[src/rtl/trig_pkg.sv]
// Shared constants and loader state encoding for the trig table path.
// TRIG_LOADER_CHECKSUM_EN adds the per-bin checksum state.
package trig_pkg;
    localparam int TRIG_N    = 16;
    localparam int TRIG_BINS = 24;
    localparam int TRIG_NS   = 6;
    localparam int BIN_W     = $clog2(TRIG_BINS);
    localparam int ADDR_W    = BIN_W + TRIG_NS;

    typedef enum logic [2:0] {
        IDLE,
        LEN,
        SIN,
        COS,
`ifdef TRIG_LOADER_CHECKSUM_EN
        CHK,
`endif
        FINISH,
        ERR
    } loader_state_t;
endpackage

[src/rtl/trig_loader_checksum.sv]
// Running modulo-2**N sum of one bin's stream words, with compare against
// the trailing checksum word.
module trig_loader_checksum
    import trig_pkg::*;
#(
    parameter int N = TRIG_N
) (
    input  logic         clk,
    input  logic         rst_n,
    input  logic         clr,
    input  logic         add,
    input  logic [N-1:0] din,
    output logic         match
);
    logic [N-1:0] sum;

    // clr and add together restart the sum at the current word
    always_ff @(posedge clk or negedge rst_n) begin
        if (!rst_n) begin
            sum <= '0;
        end else if (clr) begin
            sum <= add ? din : '0;
        end else if (add) begin
            sum <= sum + din;
        end
    end

    assign match = (din == sum);
endmodule

[src/rtl/trig_table_loader.sv]
// Framed-stream writer for the per-bin sine/cosine tables and BinMax lengths.
// Define TRIG_LOADER_CHECKSUM_EN for a per-bin checksum word after the cosines.
module trig_table_loader
    import trig_pkg::*;
#(
    parameter int N    = TRIG_N,
    parameter int BINS = TRIG_BINS,
    parameter int NS   = TRIG_NS
) (
    input  logic                       clk,
    input  logic                       rst_n,
    input  logic                       load_start,
    input  logic [N-1:0]               in_data,
    input  logic                       in_valid,
    output logic                       in_ready,
    output logic                       sin_we,
    output logic                       cos_we,
    output logic [$clog2(BINS)+NS-1:0] wr_addr,
    output logic [N-1:0]               wr_data,
    output logic                       binmax_we,
    output logic [$clog2(BINS)-1:0]    binmax_bin,
    output logic [NS-1:0]              binmax_value,
    output logic                       busy,
    output logic                       done,
    output logic                       error,
    output logic                       tables_valid
);
    localparam int BW = $clog2(BINS);
    localparam int AW = BW + NS;

    loader_state_t state, state_n;
    logic [BW-1:0] bin, bin_n;
    logic [NS-1:0] pos, pos_n, len, len_n;
    logic          sin_we_n, cos_we_n, binmax_we_n, done_n, error_n, tv_n;
    logic [AW-1:0] wr_addr_n;
    logic [N-1:0]  wr_data_n;
    logic [BW-1:0] binmax_bin_n;
    logic [NS-1:0] binmax_value_n;
    logic          hs, advance;

`ifdef TRIG_LOADER_CHECKSUM_EN
    logic sum_clr, sum_add, sum_match;

    trig_loader_checksum #(.N(N)) u_checksum (
        .clk   (clk),
        .rst_n (rst_n),
        .clr   (sum_clr),
        .add   (sum_add),
        .din   (in_data),
        .match (sum_match)
    );
`endif

    always_comb begin
        in_ready = (state == LEN) || (state == SIN) || (state == COS);
`ifdef TRIG_LOADER_CHECKSUM_EN
        if (state == CHK) in_ready = 1'b1;
`endif
    end

    assign hs   = in_valid && in_ready;
    assign busy = (state != IDLE) && (state != ERR);

    always_comb begin
        state_n        = state;
        bin_n          = bin;
        pos_n          = pos;
        len_n          = len;
        sin_we_n       = 1'b0;
        cos_we_n       = 1'b0;
        binmax_we_n    = 1'b0;
        wr_addr_n      = wr_addr;
        wr_data_n      = wr_data;
        binmax_bin_n   = binmax_bin;
        binmax_value_n = binmax_value;
        done_n         = 1'b0;
        error_n        = error;
        tv_n           = tables_valid;
        advance        = 1'b0;
`ifdef TRIG_LOADER_CHECKSUM_EN
        sum_clr        = 1'b0;
        sum_add        = 1'b0;
`endif
        case (state)
            IDLE, ERR: begin
                if (load_start) begin
                    state_n = LEN;
                    bin_n   = '0;
                    error_n = 1'b0;
                    tv_n    = 1'b0;
                end
            end
            LEN: begin
                if (hs) begin
                    if (in_data[NS-1:0] == '0 || in_data[N-1:NS] != '0) begin
                        state_n = ERR;
                        error_n = 1'b1;
                        tv_n    = 1'b0;
                    end else begin
                        len_n          = in_data[NS-1:0];
                        binmax_we_n    = 1'b1;
                        binmax_bin_n   = bin;
                        binmax_value_n = in_data[NS-1:0];
                        pos_n          = '0;
                        state_n        = SIN;
`ifdef TRIG_LOADER_CHECKSUM_EN
                        sum_clr        = 1'b1;
                        sum_add        = 1'b1;
`endif
                    end
                end
            end
            SIN, COS: begin
                if (hs) begin
                    sin_we_n  = (state == SIN);
                    cos_we_n  = (state == COS);
                    wr_addr_n = {bin, pos};
                    wr_data_n = in_data;
`ifdef TRIG_LOADER_CHECKSUM_EN
                    sum_add   = 1'b1;
`endif
                    if (pos == len - NS'(1)) begin
                        pos_n = '0;
                        if (state == SIN) begin
                            state_n = COS;
                        end else begin
`ifdef TRIG_LOADER_CHECKSUM_EN
                            state_n = CHK;
`else
                            advance = 1'b1;
`endif
                        end
                    end else begin
                        pos_n = pos + NS'(1);
                    end
                end
            end
`ifdef TRIG_LOADER_CHECKSUM_EN
            CHK: begin
                if (hs) begin
                    if (sum_match) begin
                        advance = 1'b1;
                    end else begin
                        state_n = ERR;
                        error_n = 1'b1;
                        tv_n    = 1'b0;
                    end
                end
            end
`endif
            FINISH: begin
                done_n  = 1'b1;
                tv_n    = 1'b1;
                state_n = IDLE;
            end
            default: state_n = IDLE;
        endcase

        // shared end-of-bin step, reached from COS or CHK
        if (advance) begin
            if (bin == BW'(BINS - 1)) begin
                state_n = FINISH;
            end else begin
                bin_n   = bin + BW'(1);
                state_n = LEN;
            end
        end
    end

    always_ff @(posedge clk or negedge rst_n) begin
        if (!rst_n) begin
            state        <= IDLE;
            bin          <= '0;
            pos          <= '0;
            len          <= '0;
            sin_we       <= 1'b0;
            cos_we       <= 1'b0;
            binmax_we    <= 1'b0;
            wr_addr      <= '0;
            wr_data      <= '0;
            binmax_bin   <= '0;
            binmax_value <= '0;
            done         <= 1'b0;
            error        <= 1'b0;
            tables_valid <= 1'b0;
        end else begin
            state        <= state_n;
            bin          <= bin_n;
            pos          <= pos_n;
            len          <= len_n;
            sin_we       <= sin_we_n;
            cos_we       <= cos_we_n;
            binmax_we    <= binmax_we_n;
            wr_addr      <= wr_addr_n;
            wr_data      <= wr_data_n;
            binmax_bin   <= binmax_bin_n;
            binmax_value <= binmax_value_n;
            done         <= done_n;
            error        <= error_n;
            tables_valid <= tv_n;
        end
    end
endmodule
[config.mk]
export PLATFORM = sky130hd
export DESIGN_NAME = trig_table_loader
export DESIGN_NICKNAME = d
export VERILOG_FILES = /design/src/rtl/trig_pkg.sv /design/src/rtl/trig_loader_checksum.sv /design/src/rtl/trig_table_loader.sv
export SDC_FILE = /design/constraint.sdc
export NUM_CORES = 1
export LEC_CHECK = 0
export CORE_MARGIN = 2
export CORE_UTILIZATION = 40
export DETAILED_ROUTE_END_ITERATION = 10
export PLACE_DENSITY_LB_ADDON = 0.05
export SYNTH_ARGS = -nofsm -noshare
export SYNTH_HDL_FRONTEND = slang
export SYNTH_SLANG_ARGS = --single-unit
[constraint.sdc]
create_clock -name clk -period 6.35 [get_ports clk]
set_input_delay 0.635 -clock clk [delete_from_list [all_inputs] [get_ports clk]]
set_output_delay 0.635 -clock clk [all_outputs]
set_load 0.01 [all_outputs]
==> results of run 1 <==
-- logic make-up (layout without fill, tap and decap cells) --
group	after synthesis	after routing
buf+inv	16	90
flops	58	58
xor+xnor	6	6
simple gates	100	100
mux	29	29
compound gates	38	38
fa+ha+maj	3	3
-- metal layers --
layer  up-vias  track usage (%)
met1      1036             23.1
met2        54             29.1
met3         5             6.03
met4         0             4.76
met5         -                0
li1       1008                -
-- path summary, 6_finish.rpt --
path / from / to / slack, ps / depth (start not counted)
max reg2reg: len[0] / bin[3] / 3640 / 8
min in group clk: binmax_bin[2] / binmax_bin[2] / 470 / 2
min reg2reg: binmax_bin[2] / binmax_bin[2] / 470 / 2
max: in_data[7] / len[1] / 3620 / 8
min: rst_n / wr_data[1] / 440 / 2
max in group asynchronous: rst_n / pos[1] / 5410 / 2
-- cells in the final DEF (no fill, tap or decap), types with 3 or more instances in the layout --
cell / n
mux2_2: 27
nor2b_1: 5
clkbuf_8: 12
nand2b_1: 4
clkdlybuf4s50_1: 64
dfrtp_1: 58
ha_1: 3
nand3_1: 8
nor3_1: 5
and2_1: 4
nand2_1: 42
a21oi_1: 6
a31oi_1: 3
nor2_1: 16
or3_1: 3
nor4_1: 4
xnor2_1: 5
o21ai_0: 17
buf_4: 3
inv_1: 6
-- power breakdown --
| group | internal, uW | switching [uW] | leakage, uW | total, uW |
|---|---|---|---|---|
| Clock | 173 | 135 | 0.0000965 | 308 |
| Sequential | 374 | 6.13 | 0.000785 | 380 |
| Combinational | 28.1 | 27.3 | 0.000764 | 55.4 |
| Total | 575 | 169 | 0.00165 | 743 |
-- state kept, by name, summed over array words and instances, names as in the netlist --
| register | cells |
|---|---|
| done | 1 |
| cos_we | 1 |
| wr_addr | 11 |
| error | 1 |
| binmax_we | 1 |
| binmax_bin | 5 |
| state | 3 |
| sin_we | 1 |
| pos | 6 |
| len | 6 |
| tables_valid | 1 |
| bin | 5 |
| wr_data | 16 |
-- stage by stage --
step | area [um2] | utilization, % | total power [uW] | setup slack (ps)
3_5_place_dp | 3360 | 52.9 | 443 | 3290
4_1_cts | 3540 | 55.8 | 753 | 3630
2_1_floorplan | 2640 | - | 405 | 3790
5_1_grt | 3540 | 55.8 | 780 | 3390
6_report | 3540 | 55.8 | 743 | 3620
3_3_place_gp | 3360 | 52.9 | 443 | 3360
-- area by class of cell --
class                   count  area (um2)  share of cell area, %
multi-input cells         176        1120                   31.7
inverters                   6        22.5                  0.635
repair buffers             68         668                   18.8
flip-flops and latches     58        1450                   40.9
well taps                  77        96.3                   2.72
clock buffers              14         173                   4.87
clock inverters             2        10.0                  0.282
-- worst register-to-register path, delay by kind of cell, from the launching register on --
family                     cells  cell delay, ps
adders and majority gates      1             240
DFF                            1             440
buffers and inverters          1              90
AOI/OAI and AO/OA              2             410
and+or+nand+nor                4            1470
==> flow_metrics.py, run 1 <==
metrics = {
    "status": {
        "status": "finished clean",
    },
    "yosys": {
        "yosys.area_share.simple_pct": 18.1,
        "synth_fp_nets": 273,
        "synthXorXnorAreaFrac_pct": 1.99,
        "seq_area_frac_synth_pct": 55.1,
        "synth_most_common_cell": "dfrtp_1",
        "synth_compound_area_share_pct": 8.78,
        "synth_common_cells": "dfrtp_1, nand2_1, mux2_2",
        "synth_top_area_share_pct": 55.1,
        "synth_cell_types": 38,
        "synth_top_family_by_area": "simple AND/OR/NAND/NOR gates",
        "synthFlopType": "dfrtp_1",
        "synthAdderAreaFrac_pct": 1.42,
        "synth_cells": 250,
        "synth_area_mm2": 0.00264,
        "synthTopCellsByArea": "dfrtp_1, mux2_2, nand2_1",
        "syn_avg_cell_area_um2": 10.5,
        "synth_seq_cells": 58,
        "ys_warn_count": 0,
        "synth_top_cell_by_area": "dfrtp_1",
        "async_reset_ff_share_pct": 100,
        "synth_edf_count": 0,
        "synth_mux_area_share_pct": 12.3,
    },
    "route": {
        "drt-initial-drc-count": 98,
        "drc": 0,
        "dr_wl_met3_um": 280,
        "post_drt_wl_per_cell_um": 14.6,
        "vias": 2103,
        "routed_wl_um": 5870,
        "highest_layer": "met4",
        "wl_met1_um": 2610,
        "final_antenna_net_count": 0,
        "via_per_inst": 5.24,
        "drt_pass1_iterations": 5,
        "wl_met2_um": 2920,
    },
    "timing": {
        "skew_ps": 8.99,
        "finalCriticalPeriod_ps": 2730,
        "setup_viol": 0,
        "fmax_ghz": 0.367,
        "holdWs_ps": 439,
        "hold_violations": 0,
        "drv_slew": 0,
        "rsz0062_at_grt": "no",
        "worst_pin_slew_ps": 808,
        "max_slew_margin_pct": 45.6,
        "period_share_pct": 43.0,
        "tns_ps": 0,
    },
    "clocking": {
        "clk_path_buf_depth": 2,
        "root_buffer": "clkbuf_8",
        "tritoncts": "built",
        "clkTransAtPathRegs_ps": 60,
        "cts_setup_buffers": 0,
        "insertion_delay_ps": 330,
        "cts_made_buffers": 9,
        "post_cts_resized": 0,
        "cts_htree_levels": 3,
        "clock_sinks": 58,
        "postCtsHoldBufs": 0,
    },
    "setup_path": {
        "cpMaxStageDelayCell": "nor3_1",
        "crit_family": "simple AND/OR/NAND/NOR gates",
        "arrival_ps": 2970,
        "path_buf_inv": 2,
        "end_kind": "flop",
        "crit_type": "input pin to flop",
        "cp.required_ps": 6600,
        "cp-start-kind": "input pin",
        "max_stage_delay_ps": 580,
        "path_cells": "clkdlybuf4s50_1, or4_1, nor2_1, nand4_1, nor3_1, buf_4, nand2_1, o21ai_0",
        "path_max_fanout": 9,
    },
    "power_and_ir_drop": {
        "p_leak_uw": 0.00165,
        "vdd_drop_max_mv": 0.149,
        "pwr_density_cell_mw_per_mm2": 210,
    },
    "place": {
        "port_buffers": 65,
        "dp.final_hpwl_um": 4220,
        "dp_cells": 385,
        "gp_congestion": 0.754,
    },
    "layout": {
        "drive_gt1_share_pct": 14.8,
        "areaGrowthSynthToFinish_pct": 34.5,
        "fillCellCount": 580,
        "n_antenna_cell": 0,
        "final_nets": 342,
        "final_cells": 401,
    },
    "global_route": {
        "antenna_found_initial": 0,
        "grt_pass1_wl_um": 10200,
        "gr-usage-all-layers_pct": 17.9,
        "grt_pass1_vias": 2135,
        "grt-ovfl-total": 0,
        "grt_start_max_net_pins": 59,
    },
    "die": {
        "start_util_pct": 41.5,
        "num_rows": 29,
        "ioPinCount": 66,
        "die_h_um": 85.2,
        "core_mm2": 0.00635,
        "die_area_mm2": 0.00726,
        "die_x_um": 85.2,
    },
    "min_path": {
        "min_path_type": "input pin to async pin",
    },
    "flow_run": {
        "timing.max_cap.violations": 0,
    },
}
Power figures use the tool's default switching activity.
==> run 2, diff against run 1 <==
==> constraint.sdc (replaced) <==
create_clock -name clk -period 2.31 [get_ports clk]
set_input_delay 0.231 -clock clk [delete_from_list [all_inputs] [get_ports clk]]
set_output_delay 0.231 -clock clk [all_outputs]
set_load 0.01 [all_outputs]
==> run 2 against run 1 <==
  * Sequential share of layout area fell by 2.0 points
  * Total power grew to 2.7 times the previous value
  * Highest routed layer unchanged
  * Worst hold slack better by 20 ps
  * Die area stayed put
  * Register-to-register slack got worse by 3600 ps
  * Design area rose by 5.3%
  * Non-clock buffer count grew 20
  * Count of clock-buffer cells in the layout decreased by 2
  * Global-route usage grew 1.2 points
  * Combinational power grew to 3.1 times the previous value
==> flow_metrics.py, run 2 (synthesized netlist as in run 1, its figures left out) <==
metrics = {
    "timing": {
        "setup_viol": 0,
        "rsz0062_at_grt": "yes",
        "skew_ps": 8.45,
        "period_share_pct": 99.2,
        "worst_pin_slew_ps": 679,
        "max_slew_margin_pct": 54.3,
        "hold_violations": 0,
        "tns_ps": 0,
        "drv_slew": 0,
        "finalCriticalPeriod_ps": 2290,
        "fmax_ghz": 0.436,
    },
    "global_route": {
        "gr-usage-all-layers_pct": 19.1,
        "grt_pass1_wl_um": 10600,
        "grt-ovfl-total": 0,
        "grt_start_max_net_pins": 31,
        "antenna_found_initial": 0,
        "grt_pass1_vias": 2212,
    },
    "layout": {
        "postLayoutCoreUtil_pct": 58.8,
        "final_cells": 420,
        "n_antenna_cell": 0,
        "final_cell_mix": "clkdlybuf4s50_1, dfrtp_1, nand2_1, mux2_2, buf_4",
        "fillCellCount": 551,
        "final_common_cell": "clkdlybuf4s50_1",
        "drive_gt1_share_pct": 21.6,
        "largest_reg_flops": 16,
        "final_nets": 362,
        "reg_top3": "wr_data: 16 flops, wr_addr: 11 flops",
        "areaGrowthSynthToFinish_pct": 41.6,
        "regMostFlops": "wr_data",
    },
    "route": {
        "drt_pass1_iterations": 4,
        "post_drt_wl_per_cell_um": 14.6,
        "vias": 2103,
        "routed_wl_um": 6140,
        "drc": 0,
        "drt-initial-drc-count": 80,
        "via_per_inst": 5.01,
        "final_antenna_net_count": 0,
    },
    "power_and_ir_drop": {
        "internal_power_uw": 1550,
        "pwr_density_cell_mw_per_mm2": 545,
        "switching_share_pct": 23.6,
        "p_seq_share_pct": 51.2,
        "vdd_drop_max_mv": 0.464,
        "clock_power_share_pct": 40.3,
        "switchingPower_uw": 479,
        "p_comb_share_pct": 8.5,
        "p_leak_uw": 0.00174,
    },
    "setup_path": {
        "cp.required_ps": 2580,
        "crit_path_end": "bin[3]",
        "reg2regPathDepth": 8,
        "end_kind": "flop",
        "arrival_ps": 2560,
        "cp-startpoint": "len[0]",
        "max_stage_delay_ps": 470,
        "path_max_fanout": 4,
        "r2r-start": "len[0]",
        "cpMaxStageDelayCell": "or4b_1",
        "rrSetupSlack_ps": 20,
        "crit_type": "flop to flop",
        "path_cells": "inv_2, ha_4, nor2b_1, or3_1, a31o_1, or3_4, or4b_1, a21oi_1",
        "cp-start-kind": "flop",
        "r2r-end": "bin[3]",
    },
    "clocking": {
        "clkTransAtPathRegs_ps": 60,
        "clk_path_buf_depth": 2,
        "insertion_delay_ps": 340,
        "cts_htree_levels": 3,
        "tritoncts": "built",
        "cts_made_buffers": 9,
        "clock_sinks": 58,
        "root_buffer": "clkbuf_8",
    },
    "place": {
        "dp_cells": 403,
        "gp_congestion": 0.743,
        "port_buffers": 65,
        "dp.final_hpwl_um": 4500,
    },
    "flow_run": {
        "timing.max_cap.violations": 0,
    },
    "die": {
        "die_h_um": 85.2,
        "ioPinCount": 66,
        "start_util_pct": 41.5,
        "die_x_um": 85.2,
        "die_area_mm2": 0.00726,
        "core_mm2": 0.00635,
        "num_rows": 29,
    },
    "status": {
        "status": "finished clean",
    },
    "min_path": {
        "min_path_type": "input pin to async pin",
    },
}
run 2: repair_timing:
action,4_1_cts,5_1_grt
endpoints found under the setup margin,1,1
pin swaps,3,1
setup buffers,0,1
gates resized for setup,6,0
hold endpoints to repair,28,0
hold buffers,1,0
run 2: how the worst min path moves through the flow:
stage	endpoint	slack (ps)	cells past startpoint
after global placement	wr_data[3]	320	1
after detailed placement	wr_data[3]	310	1
final	wr_data[3]	460	2
after floorplan	bin[0]	-60	0
after global routing	binmax_bin[4]	510	2
after CTS	binmax_bin[0]	470	2
run 2: layer usage:
layer / wire [um] / GRT usage, % / vias up / share of wire [%]
li1: - / - / 1043 / -
met3: 220 / 5.06 / 9 / 3.6
met5: 0 / 0 / - / 0
met2: 3100 / 31.6 / 38 / 50
met4: 93 / 9.24 / 0 / 1.5
met1: 2730 / 23.2 / 1013 / 44
run 2: cell type report:
class	count	area (um2)	share of cell area, %
multi-input combinational	176	1160	31.0
timing repair buffer	88	833	22.3
inverter	6	22.5	0.603
sequential	58	1450	39.0
clock inverter	3	15.0	0.402
clock buffer	12	155	4.16
tap	77	96.3	2.58
run 2: worst max-delay path: cells and delay by family, from the launching register on:
| family | cells | cell delay, ps |
|---|---|---|
| buf+inv | 1 | 70 |
| compound gates | 2 | 370 |
| flops | 1 | 400 |
| simple gates | 4 | 1240 |
| fa+ha+maj | 1 | 150 |
run 2: stage by stage:
step	cell area [um2]	hold slack [ps]	total power, uW	setup slack [ps]
global route	3730	511	2140	-58.4
finish	3730	460	2030	17.9
floorplan	2640	-64.6	1110	-107
detailed placement	3510	307	1230	-69.2
global placement	3510	318	1230	-3.40
CTS	3720	474	2070	12.8
run 2: power groups by stage:
stage	sequential, uW	combinational, uW	clock [uW]
finish	1040	173	820
CTS	1040	178	847
global route	1040	195	906
detailed placement	1060	175	0
global placement	1060	174	0
floorplan	1060	54.4	0
==> run 3, diff against run 2 <==
--- a/config.mk
+++ b/config.mk
@@ -11,4 +11,5 @@
 export PLACE_DENSITY_LB_ADDON = 0.05
 export SYNTH_ARGS = -nofsm -noshare
 export SYNTH_HDL_FRONTEND = slang
+export SYNTH_HIERARCHICAL = 1
 export SYNTH_SLANG_ARGS = --single-unit
==> results of run 3 <==
Final layout, timing and power as in run 2 (identical DEF).
Main changes from that run: Yosys warning count 0 -> 6
==> patch 1, RTL diff (settings of run 2) <==
The package constant `TRIG_NS` goes from 6 to 12.
--- a/src/rtl/trig_pkg.sv
+++ b/src/rtl/trig_pkg.sv
@@ -3,7 +3,7 @@
 package trig_pkg;
     localparam int TRIG_N    = 16;
     localparam int TRIG_BINS = 24;
-    localparam int TRIG_NS   = 6;
+    localparam int TRIG_NS   = 12;
     localparam int BIN_W     = $clog2(TRIG_BINS);
     localparam int ADDR_W    = BIN_W + TRIG_NS;
 
Interface: changed (resized binmax_value and wr_addr); port bits go from 66 to 78. No check against the original RTL was run, so the function may have changed too.
==> patch 1 against run 2 <==
- the flow now finishes with violations (setup timing)
- power grew to 2.7 times the old value
- clock power increased by 19%
- sequential cell count grew 18
- area after synthesis is 40% higher
- critical path depth grew 3
- worst setup slack lost 0.14 ns
- final area up 39%
- wire length up 42%
- highest routed layer unchanged
==> patch 1: results (changes against run 2) <==
[status]
result_of_the_run=finished with violations
failing_checks=setup timing

[clock_tree]
clkLatencyLatePin_ns=0.36  ; +0.02 ns
clk_transition_reported_paths_ns=0.08  ; +0.02 ns

[logic_synthesis]
synth_cell_type_count=50  ; +32%
synth.yosys.seq_area_share_pct=51.5  ; -3.5 points
synth_common_cells=dfrtp_1, mux2_2, nand2_1, inv_1, nor2_1
synth_nets=359  ; +32%

[drt]
wl_met3_um=482  ; +120%
avgRoutedWirePerCell_um=15.1  ; +3.2%
dr_total_vias=3032  ; +44%
drtIter0Drc=103  ; +29%
m1WireLength_mm=4.27  ; +57%

[final_layout]
final_cell_count_no_fill=578  ; +38%
num-clock-buffers=10  ; -2
n_all_buffers=131  ; +49%
ff_latch_area_um2=1900  ; +31%
num-fill-cells=817  ; +48%
seq_cells=76  ; +31%
multi_input_comb_area_um2=1700  ; +47%

[power_and_ir_drop]
total_leakage_power_nw=2.36  ; +36%
switching_power_mw=1.88  ; +290%
vdd_drop_max_v=0.000510  ; +9.9%
clk-power_mw=0.973  ; +19%

[global_route]
grt_pass1_wl_mm=14.6  ; +39%
grt_start_max_net_pins=44  ; +42%
gr-usage-all-layers_pct=18.6  ; -0.52 points
groute.layer.met1.usage_pct=26.8  ; +3.6 points
globalRouteMet3Util_pct=5.15  ; +0.095 points

[timing]
skew_ns=0.0128  ; +0.00431 ns
setup_ws_ns=-0.126  ; -0.143 ns
timing.final.setup_violations=18  ; +18

[placed_design]
place.gp.congestion=0.819  ; +10%
detailedPlacementHpwl_mm=6.37  ; +42%
dpl.cell_count=557  ; +38%

[worst_setup_path]
worst-endpoint-arrival_ns=2.67  ; +0.11 ns
capturing_point_of_the_worst_reg2reg_path=pos[10]
r2r.worst_path.cells=11  ; +3

[patch 1: cell types whose count changed in the layout (fill, tap and decap cells not counted), moves of 5 or more]
cell             delta
buf_4              +29
mux2_2             +17
nand2_1            -15
nor3_1              +7
a22o_1              +5
xor2_1              +9
o21ai_0             -6
o21ai_1             +9
dfrtp_1            +18
clkdlybuf4s50_1    +12
inv_1              +11
[patch 1: critical path: stages, from the launching register on]
cell     delay, ns
dfrtp_2       0.37
inv_2         0.04
ha_4          0.14
buf_4         0.13
buf_4         0.12
xor2_1        0.15
o31a_1        0.32
nor4_2        0.33
a31o_2        0.29
buf_6         0.15
o21ai_1       0.08
a22o_1        0.20
[patch 1: stage by stage]
| stage | setup TNS (ns) | cell area [um2] | utilization (%) | power (mW) | hold WS, ns |
|---|---|---|---|---|---|
| floorplan | -0.214 | 3700 | - | 3.16 | -0.0646 |
| global placement | -2.92 | 4910 | 53.9 | 4.33 | 0.212 |
| detailed placement | -3.49 | 4910 | 53.9 | 4.36 | 0.212 |
| CTS | -1.74 | 5150 | 56.6 | 5.44 | 0.372 |
| global route | -3.93 | 5190 | 57.0 | 5.83 | 0.399 |
| finish | -1.40 | 5190 | 57.0 | 5.45 | 0.364 |
[patch 1: logic make-up after synthesis]
group	count (synthesis)	share of synthesized area, %
mux	48	14.5
simple gates	99	14.0
compound gates	63	11.6
fa+ha+maj	3	1.02
flops	76	51.5
xor+xnor	14	3.32
buf+inv	33	4.04
[patch 1: timing repair]
item / in CTS / in global routing
pin swaps: 8 / 5
hold endpoints to repair: 33 / 0
gates resized for setup: 10 / 9
setup buffers: 3 / 1
hold buffers: 1 / 0
endpoints found under the setup margin: 20 / 20
==> patch 2, RTL diff (config.mk and constraints of run 2) <==
Without the edit above. The 6 states of `loader_state_t` get a one-hot encoding in 6 bits.
--- a/src/rtl/trig_pkg.sv
+++ b/src/rtl/trig_pkg.sv
@@ -7,16 +7,16 @@
     localparam int BIN_W     = $clog2(TRIG_BINS);
     localparam int ADDR_W    = BIN_W + TRIG_NS;
 
-    typedef enum logic [2:0] {
-        IDLE,
-        LEN,
-        SIN,
-        COS,
+    typedef enum logic [5:0] {
+        IDLE   = 6'b000001,
+        LEN    = 6'b000010,
+        SIN    = 6'b000100,
+        COS    = 6'b001000,
 `ifdef TRIG_LOADER_CHECKSUM_EN
         CHK,
 `endif
-        FINISH,
-        ERR
+        FINISH = 6'b010000,
+        ERR    = 6'b100000
     } loader_state_t;
 endpackage
 
Behaviour: same outputs for any inputs over 10 cycles, from zero or initial values and one cycle with rst_n low; not proved beyond that.
==> patch 2 against run 2 <==
- area after synthesis increased by 3.2%
- die area increased by 3.0%
- global-route usage decreased by 1.7 points
- final area increased by 1.6%
- synthesized cell count decreased by 10%
- wire length decreased by 1.2%
- core utilization decreased by 2.0 points
- sequential cell count increased by 3
- power increased by 21%
- count of clock-buffer cells in the layout decreased by 1
- hold slack got worse by 0.033 ns
- final cell count decreased by 6.4%
- worst setup slack improved by 0.13 ns
- largest power group unchanged
==> patch 2: results (changes against run 2) <==
[status]
result_of_the_run=finished clean

[logic_synthesis]
synth.yosys.seq_area_share_pct=56.2  ; +1.1 points
synth.mux.area_fraction_pct=15.7  ; +3.4 points
yosys.area_share.adder_pct=1.38  ; -0.044 points
synth-compound-area-share_pct=8.83  ; +0.051 points
yosys-top-cells-area=dfrtp_1, mux2_2, nor2_1
synthXorXnorAreaFrac_pct=2.58  ; +0.58 points
leading_register_cell_type_out_of_synthesis=dfrtp_1
synth_common_cells=dfrtp_1, mux2_2, nor2_1, nand2_1, a21oi_1
synth_cell_type_count=42  ; +11%
synth_nets=247  ; -9.5%

[drt]
wl_met3_um=300  ; +36%
avgViaCountPerCell=5.11  ; +2.0%
wl_met2_mm=2.87  ; -7.4%
m1WireLength_mm=2.81  ; +3.0%
drtIter0Drc=42  ; -48%
wl_mm=6.07  ; -1.2%

[timing]
skew_ns=0.00849  ; +0.0000378 ns
max_transition_margin_pct=58.0  ; +3.7 points

[final_layout]
antenna_cells=0  ; unchanged
finish.net_count=331  ; -8.6%
layout-drive-gt1-share_pct=25.9  ; +4.3 points
num-fill-cells=597  ; +8.3%

[worst_setup_path]
crit_path_largest_cell_delay_ns=0.45  ; -0.02 ns
timing.critical_path.max_delay_family=simple AND/OR/NAND/NOR gates
critical-path-slowest-cell=dfrtp_1
crit_path_max_fanout=8  ; +4
worst-endpoint-arrival_ns=1.93  ; -0.63 ns

[placed_design]
detailedPlacementHpwl_mm=4.22  ; -6.2%
pre_cts_slack_ns=-0.0114  ; +0.0577 ns
numPortBuffers=65  ; unchanged
place.gp.congestion=0.742  ; -0.13%

[power_and_ir_drop]
power_switching_share_pct=26.6  ; +3.0 points
vdd_drop_max_v=0.000417  ; -10%
total_leakage_power_nw=1.75  ; +0.86%

[clock_tree]
ctsRootBufferMaster=clkbuf_8
clockBufferDepth=2  ; unchanged

[global_route]
grt_start_max_net_pins=62  ; +100%
grt_pass1_wl_mm=10.0  ; -5.0%
first_global_vias=1986  ; -10%
gr-usage-all-layers_pct=17.4  ; -1.7 points

[patch 2: cell count changes in the layout (fill, tap and decap cells not counted), moves of 4 or more]
cell,delta
mux2_2,+10
o21ai_0,-11
a21o_1,+4
nand2_1,-32
nor2b_1,-4
buf_4,-7
[patch 2: per-stage QoR]
| stage | hold WS [ns] | area [um2] | utilization [%] | instances |
|---|---|---|---|---|
| global route | 0.467 | 3790 | 56.8 | 393 |
| global placement | 0.269 | 3530 | 52.8 | 372 |
| CTS | 0.453 | 3750 | 56.1 | 389 |
| detailed placement | 0.269 | 3530 | 52.8 | 372 |
| floorplan | -0.0646 | 2720 | - | 224 |
| finish | 0.427 | 3790 | 56.8 | 393 |
[patch 2: tightest hold or removal path: cells and delay by family]
family | cells | cell delay (ns)
buffers and inverters | 3 | 0.92
[patch 2: cell families after synthesis]
| logic type | count (synthesis) |
|---|---|
| AOI/OAI and AO/OA | 35 |
| buffers and inverters | 15 |
| and+or+nand+nor | 64 |
| adders and majority gates | 3 |
| DFF | 61 |
| xor gates and xnor gates | 8 |
| muxes | 38 |
[patch 2: layer usage]
layer | track usage, % | vias up
met5 | 0 | -
li1 | - | 970
met3 | 5.14 | 8
met2 | 27.1 | 45
met4 | 6.82 | 0
met1 | 23.0 | 985
[patch 2: path summary, 6_finish.rpt]
kind,start,endpoint,slack (ns),cells after the start
max in group asynchronous,rst_n,len[0],1.56,3
worst max-delay path,state[1],busy,0.15,3
worst min register to register,error,error,0.48,1
worst max register to register,len[0],bin[3],0.15,8
worst min-delay path,rst_n,state[4],0.43,3
min in group clk,error,error,0.48,1
[patch 2: layout make-up]
cell class              count  area, um2  area share, %
clock inverters             5       58.8           1.55
flip-flops and latches     61       1530           40.3
multi-input cells         148       1150           30.3
repair buffers             81        779           20.5
well taps                  80        100           2.64
clock buffers              11        151           3.99
inverters                   7       26.3          0.693
[patch 2: power groups by stage]
stage	registers [mW]	logic, mW	clock network [mW]
floorplan	1.16	0.167	0
global placement	1.16	0.315	0
detailed placement	1.16	0.315	0
CTS	1.14	0.309	1.02
global route	1.15	0.352	1.07
finish	1.14	0.313	1.00
[patch 2: what timing repair did]
| action | CTS | global route |
|---|---|---|
| setup endpoints to repair | 1 | 6 |
| endpoints found under the hold margin | 60 | 0 |
| gates resized for setup | 1 | 4 |
| hold buffers | 1 | 0 |
| pin swaps | 0 | 2 |
| buffers inserted | 0 | 4 |
